`src/rtl/lsu_ctrl.sv`:
```
// Single-outstanding load/store controller in front of a synchronous-read word memory.
// Store: 2 cycles, load: 3, misaligned/NOP: 1. Requests are taken only in IDLE; the response has no back-pressure.
module lsu_ctrl (
  input  logic        clk,
  input  logic        rst,
  input  logic        req_valid,
  output logic        req_ready,
  input  logic        is_store,
  input  logic        is_load,
  input  logic [5:0]  alucode,
  input  logic [31:0] addr,
  input  logic [31:0] wdata,
  output logic        resp_valid,
  output logic [31:0] rdata,
  output logic        misalign,
  output logic [31:0] mem_addr,
  output logic [3:0]  mem_we,
  output logic [31:0] mem_wdata,
  input  logic [31:0] mem_rdata
);
  localparam logic [5:0] ALU_LB  = 6'd20;
  localparam logic [5:0] ALU_LH  = 6'd21;
  localparam logic [5:0] ALU_LW  = 6'd22;
  localparam logic [5:0] ALU_LBU = 6'd23;
  localparam logic [5:0] ALU_LHU = 6'd24;
  localparam logic [5:0] ALU_SB  = 6'd25;
  localparam logic [5:0] ALU_SH  = 6'd26;
  localparam logic [5:0] ALU_SW  = 6'd27;

  typedef enum logic [1:0] {IDLE, ACCESS, WAIT, RESP} state_t;

  state_t     state;
  logic [5:0] op_code;
  logic [1:0] op_lane;
  logic       op_load;

  logic        st_ok, ld_ok, mis;
  logic [3:0]  st_we;
  logic [31:0] st_wdata;
  logic [7:0]  ld_byte;
  logic [15:0] ld_half;
  logic [31:0] ld_fmt;

  assign req_ready = (state == IDLE);

  always_comb begin
    st_ok = is_store && !is_load &&
            (alucode == ALU_SB || alucode == ALU_SH || alucode == ALU_SW);
    ld_ok = is_load && !is_store &&
            (alucode == ALU_LB || alucode == ALU_LH || alucode == ALU_LW ||
             alucode == ALU_LBU || alucode == ALU_LHU);
    mis = 1'b0;
    if (st_ok || ld_ok) begin
      case (alucode)
        ALU_SH, ALU_LH, ALU_LHU: mis = addr[0];
        ALU_SW, ALU_LW:          mis = |addr[1:0];
        default:                 mis = 1'b0;
      endcase
    end
  end

  // Narrow stores replicate their data so the enabled lanes always see it.
  always_comb begin
    st_we    = 4'b1111;
    st_wdata = wdata;
    case (alucode)
      ALU_SB: begin
        st_we    = 4'b0001 << addr[1:0];
        st_wdata = {4{wdata[7:0]}};
      end
      ALU_SH: begin
        st_we    = 4'b0011 << addr[1:0];
        st_wdata = {2{wdata[15:0]}};
      end
      default: ;
    endcase
  end

  always_comb begin
    ld_byte = mem_rdata[{op_lane, 3'b000} +: 8];
    ld_half = op_lane[1] ? mem_rdata[31:16] : mem_rdata[15:0];
    case (op_code)
      ALU_LB:  ld_fmt = {{24{ld_byte[7]}}, ld_byte};
      ALU_LBU: ld_fmt = {24'd0, ld_byte};
      ALU_LH:  ld_fmt = {{16{ld_half[15]}}, ld_half};
      ALU_LHU: ld_fmt = {16'd0, ld_half};
      default: ld_fmt = mem_rdata;
    endcase
  end

  always_ff @(posedge clk or posedge rst) begin
    if (rst) begin
      state      <= IDLE;
      op_code    <= '0;
      op_lane    <= '0;
      op_load    <= 1'b0;
      resp_valid <= 1'b0;
      rdata      <= '0;
      misalign   <= 1'b0;
      mem_addr   <= '0;
      mem_we     <= '0;
      mem_wdata  <= '0;
    end else begin
      resp_valid <= 1'b0;
      misalign   <= 1'b0;
      mem_we     <= '0;
      case (state)
        IDLE: begin
          if (req_valid) begin
            op_code <= alucode;
            op_lane <= addr[1:0];
            op_load <= ld_ok;
            if ((st_ok || ld_ok) && !mis) begin
              state    <= ACCESS;
              mem_addr <= {addr[31:2], 2'b00};
              if (st_ok) begin
                mem_we    <= st_we;
                mem_wdata <= st_wdata;
              end
            end else begin
              state      <= RESP;
              resp_valid <= 1'b1;
              misalign   <= mis;
              rdata      <= '0;
            end
          end
        end
        ACCESS: begin
          if (op_load) begin
            state <= WAIT;
          end else begin
            state      <= RESP;
            resp_valid <= 1'b1;
            rdata      <= '0;
          end
        end
        WAIT: begin
          state      <= RESP;
          resp_valid <= 1'b1;
          rdata      <= ld_fmt;
        end
        RESP: state <= IDLE;
      endcase
    end
  end
endmodule

```
`config.mk`:
```
export PLATFORM = sky130hd
export DESIGN_NAME = lsu_ctrl
export DESIGN_NICKNAME = d
export VERILOG_FILES = /design/src/rtl/lsu_ctrl.sv
export SDC_FILE = /design/constraint.sdc
export NUM_CORES = 1
export LEC_CHECK = 0
export CAP_MARGIN = 20
export CORE_MARGIN = 5
export CORE_UTILIZATION = 45
export DETAILED_ROUTE_END_ITERATION = 8
export PLACE_DENSITY = 0.79
export SETUP_SLACK_MARGIN = 0.4
export SYNTH_ARGS = -nofsm -noshare
export SYNTH_HDL_FRONTEND = slang
export SYNTH_SLANG_ARGS = --single-unit
```
`constraint.sdc`:
```
create_clock -name clk -period 4.7 [get_ports clk]
set_clock_uncertainty 0.2 [all_clocks]
set_input_delay 1.175 -clock clk [delete_from_list [all_inputs] [get_ports clk]]
set_output_delay 1.175 -clock clk [all_outputs]
set_load 0.02 [all_outputs]
```
# Word-level counts from Yosys, hierarchy flattened
# Cells that the tools add are included.
# totals
regBits	111
input_bits	107
elab_cells	80
# op_classes
eq_ne	18
shifts	3
mux	25
n_reduce_logical	24
# op_table
operator	count
$pmux 32 s4	1
$mux 32	3
$pmux 32 s3	1
$eq 6x5->1 const B	12
$pmux 32 s2	1
$shiftx 32x6->8	1
$mux 16	1
$mux 4	4
$mux 1	8
$pmux 2 s4	1
$pmux 4 s2	1
$reduce_and 4->1	2
$logic_or 1x1->1	7
$ne 2x2->1 const B	3
$logic_and 1x1->1	5
$eq 2x2->1 const B	2
$mux 2	2
$reduce_or 2->1	2
$shl 1x2->4 const A	1
$shl 2x2->4 const A	1
$logic_not 1->1	3
$pmux 1 s3	1
$reduce_and 3->1	1
$reduce_bool 3->1	1
5 further kinds	5

# Depth between registers and ports, before layout
# logic_depth
ltp_word	13
ltp_mapped	7
ltp_nobuf	6

# Worst setup path after synthesis
# Ideal clock, no wire load.
# synth_path
path_type	input to register
startpoint	input port alucode[1]
endpoint	register mem_wdata[0]
setup_time_ns	0.128
t_arrival_ns	2.902
path_slack_ns	1.471
path_stages	7
path_buffers	2
path_cell_list	buf_2 and3b_1 o311a_1 a311oi_4 nand4_4 buf_2 mux2_1
# synth_between
elab_chain_len	11
word_cells_on_any_way	24
# synth_rtl
element	line	source
from (decl)	10	input logic [5:0] alucode,
$eq 6x5->1 (on tied branches)	50, 54	
$logic_or 1x1->1 (3 in a row)	50	(alucode == ALU_LB || alucode == ALU_LH || alucode == ALU_LW ||
$logic_or 1x1->1	51	alucode == ALU_LBU || alucode == ALU_LHU);
$logic_and 1x1->1	49	ld_ok = is_load && !is_store &&
$logic_or 1x1->1	53, 113	
$mux 1	53	if (st_ok || ld_ok) begin
$logic_not 1->1	113	if ((st_ok || ld_ok) && !mis) begin
$logic_and 1x1->1	113	
$reduce_and 4->1 (no source line) (*)	n/a	
to (signal assigned)	118	mem_wdata <= st_wdata;
to (decl)	18	output logic [31:0] mem_wdata,
# Mark *: on every way between the ends. The rest lies on a longest branch, timed or not.
# A chain may end at the register's enable or synchronous reset.

# Final worst setup path
# layout_path
startpoint	input port alucode[1]
endpoint	register mem_wdata[17]
# layout_between
elab_chain_len	11
word_cells_on_any_way	25
# layout_rtl
element	line
$eq 6x5->1 (on tied branches)	50, 54
$logic_or 1x1->1 (3 in a row)	50
$logic_or 1x1->1	51
$logic_and 1x1->1	49
$logic_or 1x1->1	53, 113
$mux 1	53
$logic_not 1->1	113
$logic_and 1x1->1	113
$reduce_and 4->1 (no source line)	n/a
# Parallel ways exist; a longest one is shown, timed or not.

==> flow_metrics.env <==
export IMPL_nets=783
export IMPL_root_buffer="clkbuf_16"
export IMPL_fin_crit_ns=3.81
export IMPL_ctsHoldBuffers=0
export IMPL_power_density_nw_per_um2=482
export IMPL_ys_seq_area_share_pct=49.2
export IMPL_vias=4631
export IMPL_tightestPinTransition_ns=1.03
export IMPL_htree_num_levels=3
export IMPL_synth_area_leaders="dfrtp_1 (49%), mux2_2 (12%), mux2i_1 (8.0%), mux2_1 (5.6%), o221ai_1 (3.6%)"
export IMPL_setup_viol=0
export IMPL_cp_arrival_ns=3.85
export IMPL_ys_ff_latch=111
export IMPL_power_leakage_uw=0.00369
export IMPL_first_pass_iters=4
export IMPL_dpl_instance_area_um2=7920
export IMPL_fin_area_um2=8200
export IMPL_grt_usage_pct=22.1
export IMPL_dp_hpwl_um=12300
export IMPL_post_cts_buffers=0
export IMPL_drive_above_1_share_pct=14.9
export IMPL_relSlewSlack_pct=31.3
export IMPL_hold_viol=0
export IMPL_ant_nets=0
export IMPL_fmax_mhz=262
export IMPL_wl_per_cell_um=19.5
export IMPL_instances_no_fill=849
export IMPL_drc_errors=0
export IMPL_synth_top_cell_area_share_pct=49.2
export IMPL_drv_cap=0
export IMPL_floorplan_die_width_um=122
export IMPL_status="finished clean"
export IMPL_cts_resized=0
export IMPL_grt_ovfl_total=0
export IMPL_numPlacedInstances=833
export IMPL_antenna_cells=0
export IMPL_netlist_area_um2=5640
export IMPL_drtIter0Drc=420
export IMPL_final_common_cell="clkdlybuf4s50_1"
export IMPL_layout_common_cells="clkdlybuf4s50_1 (207), dfrtp_1 (111), mux2_2 (60)"
export IMPL_antenna_found_initial=0
export IMPL_grt_setup_unrepaired="no"
export IMPL_synth_ff_type="dfrtp_1"
export IMPL_critPathKind="input pin to flop"
export IMPL_cts_sinks=111
export IMPL_startpoint_type="input pin"
export IMPL_row_count=41
export IMPL_finalCritPeriodShare_pct=81.1
export IMPL_ir_worst_vdd_v=0.000202
export IMPL_die_area_um2=14900
export IMPL_core_area_um2=12500
export IMPL_fill_cells=959
export IMPL_avgViaCountPerCell=5.45
export IMPL_yosysTopAreaCell="dfrtp_1"
export IMPL_synthDistinctLibCells=53
export IMPL_grt_start_max_net_pins=60
export IMPL_setup_ws_ns=0.889
export IMPL_gp_congestion=0.899
export IMPL_synthCells=471
export IMPL_finalMaxSlewViolations=0
export IMPL_endpoint_kind="flop"
export IMPL_hold_path_class="flop to flop"
export IMPL_dp_slack_ns=0.496
export IMPL_drt_wl_total_um=16500
export IMPL_synth_edf_count=0
export IMPL_cts_buffers=9
export IMPL_insertion_delay_ns=0.36
export IMPL_syn_area_per_cell_um2=12.0
export IMPL_ys_warn_count=0
export IMPL_worstPathRequired_ns=4.74
export IMPL_path_clk_slew_ns=0.07
export IMPL_synthArstFlopShare_pct=100
export IMPL_cts_path_max_buffers=2
export IMPL_cts_tree="built"
export IMPL_tns_ns=0
export IMPL_cp_max_fo=29
export IMPL_start_util_pct=45.3
export IMPL_die_h_um=122
export IMPL_numPortBuffers=207
export IMPL_grt_pass1_vias=4808
export IMPL_pin_count=210
export IMPL_grt_pass1_wl_um=25400
export IMPL_syn2layout_area_growth_pct=45.3
==> state kept, by name, indices dropped and copies added, names as in the netlist <==
register,cells
resp_valid,1
mem_wdata,32
misalign,1
op_load,1
rdata,32
mem_addr,30
op_code,6
mem_we,4
state,2
op_lane,2
==> report_power, final <==
part	leakage (uW)	internal, uW	switching [uW]
clock	0.000129	363	367
combinational	0.00211	890	902
sequential	0.00146	1210	223
==> cells in the mapped netlist (8+ instances only) <==
cell,n
mux2_2,60
a21oi_1,21
nand2_1,8
buf_2,16
inv_1,40
mux2i_1,45
clkbuf_1,14
nor3_1,11
o21ai_0,9
a22o_1,8
dfrtp_1,111
o22ai_1,13
mux2_1,28
o221ai_1,23
==> kinds of logic after synthesis <==
family / Yosys count / share of synthesized area [%]
adder cells (fa/ha/maj): 4 / 0.887
XOR/XNOR: 1 / 0.155
multiplexers: 134 / 25.9
flip-flops: 111 / 49.2
AND/OR/NAND/NOR: 54 / 6.05
other: 1 / 0.0665
AO/OA/AOI/OAI: 94 / 12.4
buffers and inverters: 72 / 5.28
==> worst max-delay path, cell delays in order <==
cell,delay (ns)
clkdlybuf4s50_1,0.58
nor4bb_1,0.22
o311a_1,0.40
a311oi_4,0.42
nand4_4,0.54
mux2_1,0.50
==> area by class of cell <==
cell class	instances	area [um2]	area share, %
flip-flops and latches	111	2780	33.9
multi-input cells	289	2580	31.5
repair buffers	221	2190	26.7
clock buffers	10	229	2.79
well taps	172	215	2.63
inverters	40	154	1.88
clock inverters	6	46.3	0.565
==> per-stage QoR <==
| stage | hold WS, ns | total power [uW] | util [%] |
|---|---|---|---|
| 2_1_floorplan | 0.272 | 2470 | - |
| 3_3_place_gp | 0.274 | 3190 | 63.5 |
| 3_5_place_dp | 0.282 | 3240 | 63.5 |
| 4_1_cts | 0.301 | 3980 | 65.7 |
| 5_1_grt | 0.316 | 4180 | 65.7 |
| 6_report | 0.297 | 3950 | 65.7 |
==> metal layers <==
metal | wire, um | track usage [%] | vias to the layer above
li1 | - | - | 2133
met1 | 6560 | 27.9 | 2235
met2 | 7650 | 34.1 | 238
met3 | 1920 | 8.96 | 25
met4 | 386 | 8.61 | 0
met5 | 0 | 0 | -
==> worst paths after layout <==
kind | from | end | slack (ns) | cells after the start
max | alucode[1] | mem_wdata[17] | 0.89 | 6
min | rdata[9] | rdata[9] | 0.30 | 1
max reg2reg | op_lane[1] | rdata[14] | 1.44 | 5
min reg2reg | rdata[9] | rdata[9] | 0.30 | 1
max in group asynchronous | rst | mem_addr[21] | 2.48 | 3
min in group asynchronous | rst | op_code[1] | 1.06 | 2
(Power assumes the default switching activity.)
